$ cat config.mk
export PLATFORM = sky130hd
export DESIGN_NAME = mac_seq_ctrl
export DESIGN_NICKNAME = d
export VERILOG_FILES = /design/src/rtl/mac_ctrl_pkg.sv /design/src/rtl/ctrl_counter.sv /design/src/rtl/mac_seq_ctrl.sv
export SDC_FILE = /design/constraint.sdc
export NUM_CORES = 1
export LEC_CHECK = 0
export BUFFER_PORTS_ARGS = -buffer_cell sky130_fd_sc_hd__buf_4
export CAP_MARGIN = 20
export CELL_PAD_IN_SITES_DETAIL_PLACEMENT = 0
export CELL_PAD_IN_SITES_GLOBAL_PLACEMENT = 1
export CORE_ASPECT_RATIO = 0.9
export CORE_MARGIN = 8
export CORE_UTILIZATION = 39
export DETAILED_ROUTE_END_ITERATION = 12
export GPL_TIMING_DRIVEN = 0
export PLACE_DENSITY = 0.83
export RECOVER_POWER = 25
export SETUP_SLACK_MARGIN = 0.4
export SYNTH_ARGS = -nofsm -noshare
export SYNTH_HDL_FRONTEND = slang
export SYNTH_SLANG_ARGS = --single-unit
export TNS_END_PERCENT = 30
$ cat constraint.sdc
create_clock -name clk -period 2.91 [get_ports clk]
set_input_delay 0.4365 -clock clk [delete_from_list [all_inputs] [get_ports clk]]
set_output_delay 0.4365 -clock clk [all_outputs]
set_load 0.02 [all_outputs]
$ cat src/rtl/mac_ctrl_pkg.sv
// rtl/mac_ctrl_pkg.sv - shared state encoding and array instruction constants for the MAC tile sequencer
package mac_ctrl_pkg;

  typedef enum logic [2:0] {
    ST_IDLE   = 3'd0,
    ST_LOAD   = 3'd1,
    ST_SETTLE = 3'd2,
    ST_EXEC   = 3'd3,
    ST_DRAIN  = 3'd4,
    ST_DONE   = 3'd5,
    ST_ERR    = 3'd6
  } state_t;

  localparam logic [1:0] INST_IDLE = 2'b00;
  localparam logic [1:0] INST_LOAD = 2'b01;
  localparam logic [1:0] INST_EXEC = 2'b10;

endpackage

$ cat src/rtl/ctrl_counter.sv
// rtl/ctrl_counter.sv - loadable up-counter with terminal-compare output
module ctrl_counter #(
  parameter int width = 11
) (
  input  logic             clk,
  input  logic             reset,
  input  logic             load,
  input  logic [width-1:0] load_val,
  input  logic             en,
  input  logic [width-1:0] terminal,
  output logic [width-1:0] count,
  output logic             at_term
);

  // Load has priority over counting so a phase change restarts cleanly in the same edge.
  always_ff @(posedge clk) begin
    if (reset) begin
      count <= '0;
    end else if (load) begin
      count <= load_val;
    end else if (en) begin
      count <= count + width'(1);
    end
  end

  assign at_term = (count == terminal);

endmodule

$ cat src/rtl/mac_seq_ctrl.sv
// rtl/mac_seq_ctrl.sv - MAC array tile sequencer (kernel load, settle, execute, drain); optional MAC_SEQ_CTRL_PERF_EN adds perf_cycles
module mac_seq_ctrl
  import mac_ctrl_pkg::*;
#(
  parameter int row    = 8,
  parameter int col    = 8,
  parameter int addr_w = 11,
  parameter int cnt_w  = 11
) (
  input  logic              clk,
  input  logic              reset,
  input  logic              start,
  input  logic              mode_sel_in,
  input  logic [addr_w-1:0] w_base,
  input  logic [addr_w-1:0] a_base,
  input  logic [cnt_w-1:0]  num_act,
  input  logic [col-1:0]    valid,
  output logic              w_rd_en,
  output logic [addr_w-1:0] w_addr,
  output logic              a_rd_en,
  output logic [addr_w-1:0] a_addr,
  output logic [1:0]        inst_w,
  output logic              mode_sel,
  output logic              busy,
  output logic              done,
  output logic              err
`ifdef MAC_SEQ_CTRL_PERF_EN
  ,
  output logic [31:0]       perf_cycles
`endif
);

  localparam logic [cnt_w-1:0] row_last   = cnt_w'(row - 1);
  localparam logic [cnt_w-1:0] col_last   = cnt_w'(col - 1);
  localparam logic [cnt_w-1:0] drain_last = cnt_w'(row + col + 3);

  state_t state_q, state_d;

  logic [addr_w-1:0] w_base_q;
  logic [addr_w-1:0] a_base_q;
  logic [cnt_w-1:0]  num_act_q;

  logic              accept;
  logic              phase_load;
  logic [cnt_w-1:0]  phase_term;
  logic [cnt_w-1:0]  phase_cnt;
  logic              phase_tc;
  logic [addr_w-1:0] offset;
  logic              offset_tc_unused;
  logic [cnt_w-1:0]  vcnt;
  logic              vcnt_tc;
  logic              counted_valid;
  logic              drain_complete;
  logic [cnt_w-1:0]  timer;
  logic              timer_tc;

  // Only the last column's valid marks a fully drained psum row; other lanes are not consulted.
  logic [col-1:0]    valid_lanes_unused;
  assign valid_lanes_unused = valid;

  assign accept = (state_q == ST_IDLE) && start && (num_act != '0);

  // Phase length depends on which timed phase is active.
  assign phase_term = (state_q == ST_LOAD)   ? row_last :
                      (state_q == ST_SETTLE) ? col_last :
                      (state_q == ST_EXEC)   ? (num_act_q - cnt_w'(1)) : '0;

  // Phase and address-offset counters restart on every state change.
  assign phase_load = (state_d != state_q) || (state_q == ST_IDLE);

  // A valid is counted only once reads to the array have begun and the quota is not yet met.
  assign counted_valid  = valid[col-1] &&
                          ((state_q == ST_EXEC) || (state_q == ST_DRAIN)) &&
                          (vcnt != num_act_q);
  assign drain_complete = (vcnt == num_act_q) || (counted_valid && vcnt_tc);

  ctrl_counter #(.width(cnt_w)) u_phase_cnt (
    .clk      (clk),
    .reset    (reset),
    .load     (phase_load),
    .load_val ('0),
    .en       (1'b1),
    .terminal (phase_term),
    .count    (phase_cnt),
    .at_term  (phase_tc)
  );

  ctrl_counter #(.width(addr_w)) u_offset_cnt (
    .clk      (clk),
    .reset    (reset),
    .load     (phase_load),
    .load_val ('0),
    .en       (w_rd_en || a_rd_en),
    .terminal ('0),
    .count    (offset),
    .at_term  (offset_tc_unused)
  );

  ctrl_counter #(.width(cnt_w)) u_valid_cnt (
    .clk      (clk),
    .reset    (reset),
    .load     (state_q == ST_IDLE),
    .load_val ('0),
    .en       (counted_valid),
    .terminal (num_act_q - cnt_w'(1)),
    .count    (vcnt),
    .at_term  (vcnt_tc)
  );

  // Drain timer runs only in DRAIN and restarts on each counted valid.
  ctrl_counter #(.width(cnt_w)) u_drain_timer (
    .clk      (clk),
    .reset    (reset),
    .load     ((state_q != ST_DRAIN) || counted_valid),
    .load_val ('0),
    .en       (state_q == ST_DRAIN),
    .terminal (drain_last),
    .count    (timer),
    .at_term  (timer_tc)
  );

  // State register.
  always_ff @(posedge clk) begin
    if (reset) begin
      state_q <= ST_IDLE;
    end else begin
      state_q <= state_d;
    end
  end

  // Operation parameters are captured only on an accepted start so later input changes are ignored.
  always_ff @(posedge clk) begin
    if (reset) begin
      w_base_q  <= '0;
      a_base_q  <= '0;
      num_act_q <= '0;
      mode_sel  <= 1'b0;
    end else if (accept) begin
      w_base_q  <= w_base;
      a_base_q  <= a_base;
      num_act_q <= num_act;
      mode_sel  <= mode_sel_in;
    end
  end

  // Instruction trails the read enable by one cycle to line up with SRAM read data.
  always_ff @(posedge clk) begin
    if (reset) begin
      inst_w <= INST_IDLE;
    end else if (w_rd_en) begin
      inst_w <= INST_LOAD;
    end else if (a_rd_en) begin
      inst_w <= INST_EXEC;
    end else begin
      inst_w <= INST_IDLE;
    end
  end

  // Next-state and read/status outputs; addresses are held at zero outside their read phase.
  always_comb begin
    state_d = state_q;
    w_rd_en = 1'b0;
    a_rd_en = 1'b0;
    w_addr  = '0;
    a_addr  = '0;
    busy    = 1'b1;
    done    = 1'b0;
    err     = 1'b0;
    case (state_q)
      ST_IDLE: begin
        busy = 1'b0;
        if (accept) state_d = ST_LOAD;
      end
      ST_LOAD: begin
        w_rd_en = 1'b1;
        w_addr  = w_base_q + offset;
        if (phase_tc) state_d = ST_SETTLE;
      end
      ST_SETTLE: begin
        if (phase_tc) state_d = ST_EXEC;
      end
      ST_EXEC: begin
        a_rd_en = 1'b1;
        a_addr  = a_base_q + offset;
        if (phase_tc) state_d = ST_DRAIN;
      end
      ST_DRAIN: begin
        if (drain_complete) begin
          state_d = ST_DONE;
        end else if (timer_tc) begin
          state_d = ST_ERR;
        end
      end
      ST_DONE: begin
        done    = 1'b1;
        state_d = ST_IDLE;
      end
      ST_ERR: begin
        err     = 1'b1;
        state_d = ST_IDLE;
      end
      default: begin
        state_d = ST_IDLE;
      end
    endcase
  end

`ifdef MAC_SEQ_CTRL_PERF_EN
  // Busy-cycle count of the current operation; holds after completion until the next start.
  always_ff @(posedge clk) begin
    if (reset) begin
      perf_cycles <= '0;
    end else if (accept) begin
      perf_cycles <= '0;
    end else if (state_q != ST_IDLE) begin
      perf_cycles <= perf_cycles + 32'd1;
    end
  end
`endif

endmodule

# Word-level counts from Yosys, hierarchy flattened
# Cells that the tools add are included.
# totals
reg_bits,83
wordCells,66
inputBits,45
out_inout_bits,30
# op_classes
eq_ne,13
n_reduce_logical,16
mux,19
add_sub_neg,7
# ops
op,count
two-way mux 11 bit,5
"adder 11 x 1 -> 11 bit, second input constant",4
equality test 11 bit,3
adder 11 bit,2
two-way mux 3 bit,6
one-hot mux 3 bit (5 select lines),1
"equality test 11 x 5 -> 1 bit, second input constant",1
!= test 11 bit,1
nonzero test 11 bit,1
"subtractor 11 x 1 -> 11 bit, second input constant",1
"equality test 3 bit, second input constant",3
OR reduction 2 bit,4
"equality test 3 x 2 -> 1 bit, second input constant",2
two-way mux 1 bit,6
logical AND 1 bit,5
logical OR 1 bit,5
"equality test 3 x 1 -> 1 bit, second input constant",1
logical NOT 3 bit,1
!= test 3 bit,1
"!= test 3 bit, second input constant",1
two-way mux 2 bit,1

# Longest topological paths before layout
# Gate-level depths: netlist of run 1.
# depth
depth_word,11
mapped_depth,13
mapped_depth_nobuf,10

# Hierarchy
# From an unflattened synthesis of run 1, not the netlist that was laid out.
# unflattened
cells_unflattened,729
area_unflattened_um2,6065.8
# by_module_without_submodules
mod,seq_area_each_um2,instances,area_each_um2,cells_per_inst
ctrl_counter,220.2,4,778.2,94
mac_seq_ctrl,780.7,1,2952.8,353

# Least setup slack after synthesis of run 1
# Ideal clock, no wire load.
# synth_timing
kind,reg-to-output
start,register u_offset_cnt.count[0]
end,output w_addr[10]
path_stages_with_launch,11
path_buffers,0
t_required_ns,2.474
slack_ns,-0.009
arrival_ns,2.483
cell_sequence,dfxtp_1 ha_1 fa_1 a21o_1 a21oi_1 o21bai_1 a2111oi_0 nor3_1 a31oi_1 xnor2_1 nor2_1
# synth_between
elab_chain_len,2
# synth_rtl
item,line_no,text
from (decl),ctrl_counter.sv:11,"output logic [width-1:0] count,"
from (signal assigned),ctrl_counter.sv:20,count <= load_val;
from (signal assigned),ctrl_counter.sv:22,count <= count + width'(1);
adder 11 bit,mac_seq_ctrl.sv:176,w_addr = w_base_q + offset;
two-way mux 11 bit,mac_seq_ctrl.sv:169,case (state_q)
to (decl),mac_seq_ctrl.sv:19,"output logic [addr_w-1:0] w_addr,"
# Every way passes these cells.

# Worst setup path after layout of run 1
# layout_timing
start,register u_offset_cnt.count[0]
end,output w_addr[4]
# Same word-level chain as after synthesis.

==> results of run 1 <==
metal layers:
metal	GRT usage	up-vias
met2	0.289	97
met1	0.207	2331
li1	-	2373
met4	0.0714	0
met3	0.0312	32
met5	0	-
kinds of logic after synthesis:
group / after synthesis / synth area share
and+or+nand+nor: 248 / 0.247
AOI/OAI and AO/OA: 94 / 0.124
DFF: 83 / 0.320
xor gates and xnor gates: 77 / 0.135
buffers and inverters: 49 / 0.0421
muxes: 33 / 0.0635
adders and majority gates: 27 / 0.0679
path summary, 6_finish.rpt:
check             slack (ps)                           startpoint                                   to
setup reg to reg        -180            num_act_q[0]$_SDFFE_PP0P_      u_phase_cnt.count[0]$_SDFF_PP0_
hold reg to reg          450  u_drain_timer.count[0]$_SDFFE_PP0N_  u_drain_timer.count[0]$_SDFFE_PP0N_
hold / removal           320                            w_base[5]             w_base_q[5]$_SDFFE_PP0P_
setup / recovery        -200   u_offset_cnt.count[0]$_SDFFE_PP0P_                            w_addr[4]
critical path: stages (launching register included):
cell and delay, ps:
dfxtp_4 360, ha_4 160, fa_2 330, a21o_1 170, a21oi_2 160, buf_4 130
buf_6 80, buf_6 80, buf_6 80, buf_6 80, buf_6 80, buf_6 80
buf_6 80, buf_6 90, xnor2_2 100, nor2_1 70, buf_4 180
sequential cells by signal, indices dropped and copies added (netlist names):
name / count
a_base_q: 11
u_drain_timer.count: 11
u_valid_cnt.count: 11
inst_w: 2
mode_sel: 1
num_act_q: 11
w_base_q: 11
state_q: 3
u_offset_cnt.count: 11
u_phase_cnt.count: 11
area by class of cell:
| type | count | area share |
|---|---|---|
| multi-input cells | 479 | 0.522 |
| clock buffers | 9 | 0.0326 |
| repair buffers | 103 | 0.125 |
| clock inverters | 6 | 0.00979 |
| plain buffers | 33 | 0.0279 |
| flip-flops and latches | 83 | 0.243 |
| inverters | 16 | 0.00907 |
| well taps | 168 | 0.0305 |
cells in the final DEF (no fill, tap or decap), drive strengths merged, types with 10 or more instances in the layout:
| cell type | instances |
|---|---|
| inv | 16 |
| a21o | 10 |
| nand2 | 25 |
| and3 | 12 |
| ha | 25 |
| xnor2 | 30 |
| nand4 | 12 |
| dfxtp | 83 |
| a21oi | 24 |
| buf | 106 |
| o21ai | 14 |
| nor2 | 119 |
| mux2i | 33 |
| clkbuf | 39 |
| nor3 | 13 |
| nand3 | 14 |
| xor2 | 45 |
power by group through the flow:
stage	clock network, mW	registers [mW]	logic [mW]
after floorplan	0	1.35	1.36
after global placement	0	1.37	1.79
after detailed placement	0	1.37	1.82
after CTS	1.18	1.36	2.12
after global routing	1.22	1.37	2.46
final	1.15	1.36	2.28
what timing repair did:
item / CTS / global route
setup endpoints to repair: 82 / 75
resized for setup: 51 / 44
cloned: 2 / 0
pin swaps: 19 / 16
hold buffers: 0 / 0
setup buffers: 27 / 7
==> flow_summary.yaml, run 1 <==
worst_hold_path:
  hold_depth: 3
  hold_class: "input pin to flop"
sta:
  max_freq_mhz: 321
  final-setup-viol-count: 32
  fin_ws_ps: -204
  slew_violations: 0
  period_minus_slack_ps: 3110
  skew_ps: 8.46
  final_min_period_over_clock_period: 1.07
  worst_pin_slew_ps: 820
  relSlewSlack: 0.453
  setup_tns_ps: -4810
  hold_viol_final: 0
  rsz0062_at_grt: "yes"
  fin_hold_ws_ps: 316
place:
  dp_hpwl_mm: 10.6
  dp.cells: 846
  gp_routability_congestion: 0.856
  place_ws_ps: -254
  placed_area_mm2: 0.00596
  io_buffers: 67
drt:
  route.met2.wl_mm: 7.47
  topRoutingLayerUsed: "met4"
  vias_per_cell: 5.39
  dr.pass1.iters: 4
  drt-total-wl_mm: 15.0
  vias: 4833
  ant_nets: 0
  wl_met1_mm: 6.61
  drcViolationCount: 0
  first_iter_violations: 218
  wl_per_cell_um: 16.7
  dr_wl_met3_um: 516
synthesis:
  syn-mean-instance-area_um2: 8.51
  synthArstFlopShare: 0
  synth-seq-cells: 83
  synth_top_cell_by_area: "dfxtp_1"
  synth.area.top_cells: "dfxtp_1 32%, xor2_1 7.6%, nor2_1 7.1%"
  syn_inst: 611
  synth_top_area_frac: 0.320
  ys_seq_area_frac: 0.320
  netlist_area_mm2: 0.00520
  synth_commonest_cells: "99 x nor2_1, 83 x dfxtp_1, 45 x xor2_1, 33 x mux2i_1, 30 x xnor2_1"
  synth_flop_cell: "dfxtp_1"
  ys.warnings.count: 0
  yosysMostFrequentCell: "nor2_1"
  yosysUniqueCellTypes: 66
  synth_edf_count: 0
  syn_nets: 683
clocking:
  htree_levels: 3
  root_buffer: "clkbuf_16"
  cts-buffers-inserted: 9
  cts_tree: "yes"
  path_clk_slew_ps: 70
  clockBufferDepth: 2
  clk_latency_ps: 350
  cts_sinks: 83
cells_and_area:
  final_cell_area_mm2: 0.00690
  syn2layout_area_growth_pct: 32.7
  drive_above_1_share: 0.277
  regArea_mm2: 0.00168
  final_util: 0.524
  fin_cells: 897
  antenna_cells: 0
  fillers: 1197
  fin_nets: 797
  multiInputGateArea_mm2: 0.00360
global_route:
  antenna_found_initial: 0
  overflow: 0
  grt_max_degree: 15
  grt_pass1_vias: 4830
  track_usage: 0.171
  grt_first_pass_wirelength_mm: 23.9
floorplan:
  die_w_um: 138
  start_util: 0.395
  die_area_mm2: 0.0173
  io_pins: 75
  chipHeight_um: 126
  placement_rows: 40
  coreArea_mm2: 0.0132
power:
  fin_total_pwr_mw: 4.80
  power_density_mw_per_mm2: 695
  p_leak_nw: 2.84
  p_int_mw: 2.94
  ir_worst_vdd_v: 0.000361
  power.share.clock: 0.241
  switching_share: 0.387
  pwr-share-comb: 0.475
  switchingPower_mw: 1.85
  seq_power_share: 0.284
worst_setup_path:
  r2r_cells: 15
  path_class: "flop to output pin"
  worstSetupEndpointType: "output pin"
  crit_path_start_kind: "flop"
  path_max_fanout: 2
  arrival_ps: 2680
  crit_required_ps: 2470
outcome:
  violations: "setup timing"
  outcome: "finished with violations"
job:
  cap_violations: 0
Power figures use the tool's default switching activity.
==> inputs of run 2 (changes only) <==
--- a/config.mk
+++ b/config.mk
@@ -10,7 +10,7 @@
 export CELL_PAD_IN_SITES_DETAIL_PLACEMENT = 0
 export CELL_PAD_IN_SITES_GLOBAL_PLACEMENT = 1
 export CORE_ASPECT_RATIO = 0.9
-export CORE_MARGIN = 8
+export CORE_MARGIN = 10
 export CORE_UTILIZATION = 39
 export DETAILED_ROUTE_END_ITERATION = 12
 export GPL_TIMING_DRIVEN = 0
==> run 2 against run 1 <==
The flow still finishes with violations (setup timing). Final area is 0.54% lower. Largest power group unchanged. Via count is 1.6% lower. Die area is 6.2% higher. Power is 1.6% lower. Critical endpoint is now a_addr[10]. Clock skew hardly changed. Global-route usage is 1.4 points lower. Maximum frequency is 0.51% lower. Critical path depth is 3 lower. Highest routed layer unchanged. Largest cell class unchanged.
==> flow_summary.yaml, run 2 (synthesized netlist as in run 1, its figures left out) <==
outcome:
  outcome: "finished with violations"
  violations: "setup timing"
worst_setup_path:
  worstSetupEndpointType: "output pin"
  crit_path_start_kind: "flop"
  reg2reg_to: "u_phase_cnt.count[8]$_SDFF_PP0_"
  r2r_slack_ps: -180
  r2r_start: "num_act_q[0]$_SDFFE_PP0P_"
  arrival_ps: 2690
  worstPathCellList: "buf_4 -> buf_6 -> ha_4 -> fa_2 -> a21o_1 -> a21oi_2 -> nor2b_2 -> o21ai_2 -> a21oi_2 -> a31oi_1 -> xnor2_1 -> nor2_1 -> buf_4"
  crit_required_ps: 2470
  path_class: "flop to output pin"
  max_stage_delay_ps: 350
  path_max_fanout: 4
  cp_slowest_cell: "dfxtp_4"
  r2r_cells: 15
power:
  p_leak_nw: 2.81
  ir_worst_vdd_v: 0.000331
  fin_total_pwr_mw: 4.72
  power_density_mw_per_mm2: 688
cells_and_area:
  multiInputGateArea_mm2: 0.00363
  fin_nets: 794
  drive_above_1_share: 0.272
  final_cell_mix: "96 x nor2_1, 86 x buf_4, 78 x dfxtp_1"
  fillers: 1214
  antenna_cells: 0
  final_cell_area_mm2: 0.00686
  regArea_mm2: 0.00167
  syn2layout_area_growth_pct: 32.0
  layout_commonest_cell: "nor2_1"
  fin_cells: 891
  final_util: 0.533
global_route:
  grt_max_degree: 16
  overflow: 0
  grt_first_pass_wirelength_mm: 23.5
  grt_pass1_vias: 4756
  track_usage: 0.157
  antenna_found_initial: 0
floorplan:
  chipHeight_um: 130
  io_pins: 75
  coreArea_mm2: 0.0129
  start_util: 0.404
  die_area_mm2: 0.0184
  placement_rows: 39
  die_w_um: 142
place:
  placed_area_mm2: 0.00595
  gp_routability_congestion: 0.884
  dp_hpwl_mm: 10.7
  dp.cells: 842
  place_ws_ps: -306
  io_buffers: 67
sta:
  skew_ps: 8.92
  rsz0062_at_grt: "yes"
  fin_ws_ps: -220
  max_freq_mhz: 319
  final_min_period_over_clock_period: 1.08
  worst_pin_slew_ps: 659
  period_minus_slack_ps: 3130
  hold_viol_final: 0
  relSlewSlack: 0.557
  slew_violations: 0
  final-setup-viol-count: 30
  setup_tns_ps: -4200
  fin_hold_ws_ps: 308
clocking:
  cts-buffers-inserted: 9
  cts_tree: "yes"
  path_clk_slew_ps: 70
  hold_buffers: 0
  clk_latency_ps: 360
  root_buffer: "clkbuf_16"
  htree_levels: 3
  cts_sinks: 83
  clockBufferDepth: 2
drt:
  dr.pass1.iters: 4
  ant_nets: 0
  drt-total-wl_mm: 14.8
  vias_per_cell: 5.34
  drcViolationCount: 0
  vias: 4755
  wl_per_cell_um: 16.6
  first_iter_violations: 211
worst_hold_path:
  hold_path_startpoint: "w_base[10]"
  hold_class: "input pin to flop"
  min_to: "w_base_q[10]$_SDFFE_PP0P_"
  hold_depth: 3
job:
  cap_violations: 0
==> run 2: changes by cell type in the layout (fill, tap and decap cells not counted), moves of 6 or more <==
cell | previous run | this run
buf_4 | 78 | 86
buf_6 | 20 | 9
nor2_2 | 22 | 14
nor2_4 | 3 | 9
==> run 2: what timing repair did <==
item,CTS,global route
pin swaps,37,32
endpoints found under the hold margin,0,0
gates cloned,2,0
buffers inserted,25,6
endpoints found under the setup margin,80,68
resized for setup,54,30
==> run 2: per-layer routing <==
metal	GRT usage	wire length, µm	up-vias
li1	-	-	2362
met1	0.180	6330	2270
met2	0.274	7490	103
met3	0.0471	668	20
met4	0.0511	286	0
met5	0	0	-
==> run 2: area by class of cell <==
class,count,share of cell area
Multi-Input combinational cell,479,0.529
Clock buffer,10,0.0348
Sequential cell,83,0.244
Clock inverter,6,0.00711
Buffer,33,0.0277
Timing Repair Buffer,100,0.119
Tap cell,164,0.0299
Inverter,16,0.00912
==> run 2: where the power goes <==
part           internal, mW  switching, mW
Clock                 0.610          0.511
Combinational          1.01           1.23
Sequential             1.25          0.105
Total                  2.87           1.85
==> run 2: worst max path at each step <==
stage	startpoint	slack (ps)	to
floorplan	num_act_q[0]$_SDFFE_PP0P_	220	u_phase_cnt.count[0]$_SDFF_PP0_
global placement	state_q[2]$_SDFF_PP0_	-340	w_base_q[0]$_SDFFE_PP0P_
detailed placement	state_q[2]$_SDFF_PP0_	-310	w_base_q[3]$_SDFFE_PP0P_
CTS	u_offset_cnt.count[0]$_SDFFE_PP0P_	-350	w_addr[10]
global route	u_offset_cnt.count[0]$_SDFFE_PP0P_	-370	w_addr[10]
finish	u_offset_cnt.count[0]$_SDFFE_PP0P_	-220	a_addr[10]
==> run 2: worst max-delay path: cells and delay by family (launching register included) <==
| kind | cells | cell delay (ps) |
|---|---|---|
| XOR/XNOR | 1 | 140 |
| adder cells (fa/ha/maj) | 2 | 500 |
| flip-flops | 1 | 350 |
| AND/OR/NAND/NOR | 2 | 130 |
| AO/OA/AOI/OAI | 5 | 780 |
| buffers and inverters | 3 | 430 |
==> inputs of run 3 (changes only) <==
--- a/config.mk
+++ b/config.mk
@@ -15,8 +15,7 @@
 export DETAILED_ROUTE_END_ITERATION = 12
 export GPL_TIMING_DRIVEN = 0
 export PLACE_DENSITY = 0.83
-export RECOVER_POWER = 25
-export SETUP_SLACK_MARGIN = 0.4
+export SETUP_SLACK_MARGIN = 0.3
 export SYNTH_ARGS = -nofsm -noshare
 export SYNTH_HDL_FRONTEND = slang
 export SYNTH_SLANG_ARGS = --single-unit
==> run 3 against run 2 <==
The flow still finishes with violations (setup timing). Worst hold slack better by 2.1 ps. First-iteration DRC count fell by 5.7%. Routed wire length decreased by 1.5%. Sequential power barely moved. Highest routed layer unchanged. Flip-flop and latch count is the same. Critical path type unchanged. Utilization fell by 0.47 points. Die area unchanged. Register-to-register slack better by 140 ps. Critical path depth unchanged. Combinational power decreased by 5%. Via count decreased by 0.88%.
==> flow_summary.yaml, run 3 (synthesized netlist as in run 1, its figures left out) <==
sta:
  worst_pin_slew_ps: 664
  slew_violations: 0
  relSlewSlack: 0.557
  fin_ws_ps: -226
  skew_ps: 10.4
  max_freq_mhz: 319
  final-setup-viol-count: 27
  period_minus_slack_ps: 3140
  setup_tns_ps: -1300
  hold_viol_final: 0
  rsz0062_at_grt: "yes"
  final_min_period_over_clock_period: 1.08
worst_hold_path:
  hold_class: "input pin to flop"
  hold_path_startpoint: "w_base[10]"
  min_to: "w_base_q[10]$_SDFFE_PP0P_"
  hold_depth: 3
floorplan:
  die_w_um: 142
  coreArea_mm2: 0.0129
  chipHeight_um: 130
  placement_rows: 39
  die_area_mm2: 0.0184
  io_pins: 75
  start_util: 0.404
power:
  switching_share: 0.394
  power.share.clock: 0.243
  ir_worst_vdd_v: 0.000329
  switchingPower_mw: 1.82
  p_leak_nw: 2.80
  fin_total_pwr_mw: 4.61
  seq_power_share: 0.296
  power_density_mw_per_mm2: 678
  pwr-share-comb: 0.462
  p_int_mw: 2.79
worst_setup_path:
  crit_required_ps: 2470
  cp_slowest_cell: "dfxtp_4"
  r2r_cells: 14
  worstPathCellList: "buf_4 -> buf_6 -> ha_4 -> fa_2 -> a21o_1 -> a21oi_2 -> nor2b_2 -> o21ai_2 -> a21oi_2 -> a31oi_1 -> xnor2_1 -> nor2_1 -> buf_4"
  path_class: "flop to output pin"
  r2r_slack_ps: -40
  arrival_ps: 2700
  path_delay_family: "compound AO/OA/AOI/OAI gates"
  worstSetupEndpointType: "output pin"
  crit_path_start_kind: "flop"
  path_max_fanout: 4
  r2r_start: "num_act_q[0]$_SDFFE_PP0P_"
  path_buf_inv: 3
  reg2reg_to: "u_phase_cnt.count[9]$_SDFF_PP0_"
  max_stage_delay_ps: 350
global_route:
  track_usage: 0.153
  antenna_found_initial: 0
  grt_first_pass_wirelength_mm: 22.9
  overflow: 0
  grt_pass1_vias: 4626
  grt_max_degree: 16
cells_and_area:
  drive_above_1_share: 0.283
  syn2layout_area_growth_pct: 30.8
  final_util: 0.528
  final_cell_mix: "97 x nor2_1, 94 x buf_4, 78 x dfxtp_1"
  antenna_cells: 0
  layout_commonest_cell: "nor2_1"
  fin_nets: 792
drt:
  vias: 4713
  first_iter_violations: 199
  ant_nets: 0
  wl_per_cell_um: 16.4
  drcViolationCount: 0
  dr.pass1.iters: 4
  drt-total-wl_mm: 14.5
  vias_per_cell: 5.30
job:
  cap_violations: 0
clocking:
  path_clk_slew_ps: 70
  cts-buffers-inserted: 9
  cts_tree: "yes"
  htree_levels: 3
  hold_buffers: 0
  cts_sinks: 83
  clk_latency_ps: 360
  root_buffer: "clkbuf_16"
  clockBufferDepth: 2
place:
  io_buffers: 67
  dp_hpwl_mm: 10.7
  gp_routability_congestion: 0.884
outcome:
  outcome: "finished with violations"
  violations: "setup timing"
## run 3: tightest hold or removal path: stages
cell	delay, ps
buf_4	70
mux2i_1	50
nor2_1	70
## run 3: power by group through the flow
stage | clock, mW | combinational [mW] | sequential [mW]
CTS | 1.15 | 1.87 | 1.35
global route | 1.19 | 2.31 | 1.38
global placement | 0 | 1.80 | 1.37
detailed placement | 0 | 1.82 | 1.37
floorplan | 0 | 1.36 | 1.35
finish | 1.12 | 2.13 | 1.36
## run 3: worst max path at each step
stage / startpoint / endpoint / slack, ps / depth (start not counted)
2_1_floorplan: num_act_q[0]$_SDFFE_PP0P_ / u_phase_cnt.count[0]$_SDFF_PP0_ / 220 / 13
3_3_place_gp: state_q[2]$_SDFF_PP0_ / w_base_q[0]$_SDFFE_PP0P_ / -340 / 7
3_5_place_dp: state_q[2]$_SDFF_PP0_ / w_base_q[3]$_SDFFE_PP0P_ / -310 / 7
4_1_cts: u_offset_cnt.count[0]$_SDFFE_PP0P_ / w_addr[10] / -350 / 11
5_1_grt: u_offset_cnt.count[0]$_SDFFE_PP0P_ / w_addr[10] / -370 / 11
6_report: u_offset_cnt.count[0]$_SDFFE_PP0P_ / a_addr[10] / -230 / 13
## run 3: final cells by class
| class | count | area (µm²) |
|---|---|---|
| Clock buffer | 10 | 239 |
| Multi-Input combinational cell | 479 | 3630 |
| Inverter | 16 | 62.6 |
| Timing Repair Buffer | 98 | 754 |
| Clock inverter | 6 | 48.8 |
| Tap cell | 164 | 205 |
| Sequential cell | 83 | 1670 |
| Fill cell | 1224 | 6080 |
| Buffer | 33 | 186 |
## run 3: repair_timing
action	CTS	global route
setup endpoints to repair	73	62
pin swaps	27	27
setup buffers	15	14
gates cloned	0	2
endpoints found under the hold margin	0	0
resized for setup	35	49
## run 3: per-layer routing
metal | vias up | share of wire | global-route usage
met3 | 10 | 0.055 | 0.0453
met1 | 2239 | 0.43 | 0.179
met2 | 98 | 0.51 | 0.267
met5 | - | 0 | 0
li1 | 2366 | - | -
met4 | 0 | 0.0077 | 0.0450
## run 3: stage by stage
| step | worst slack [ps] | area (µm²) | std cells | hold slack (ps) |
|---|---|---|---|---|
| 2_1_floorplan | 224 | 5250 | 611 | 413 |
| 3_3_place_gp | -342 | 5950 | 842 | 424 |
| 3_5_place_dp | -306 | 5950 | 842 | 436 |
| 4_1_cts | -348 | 6500 | 873 | 305 |
| 5_1_grt | -374 | 6800 | 889 | 312 |
| 6_report | -226 | 6800 | 889 | 311 |
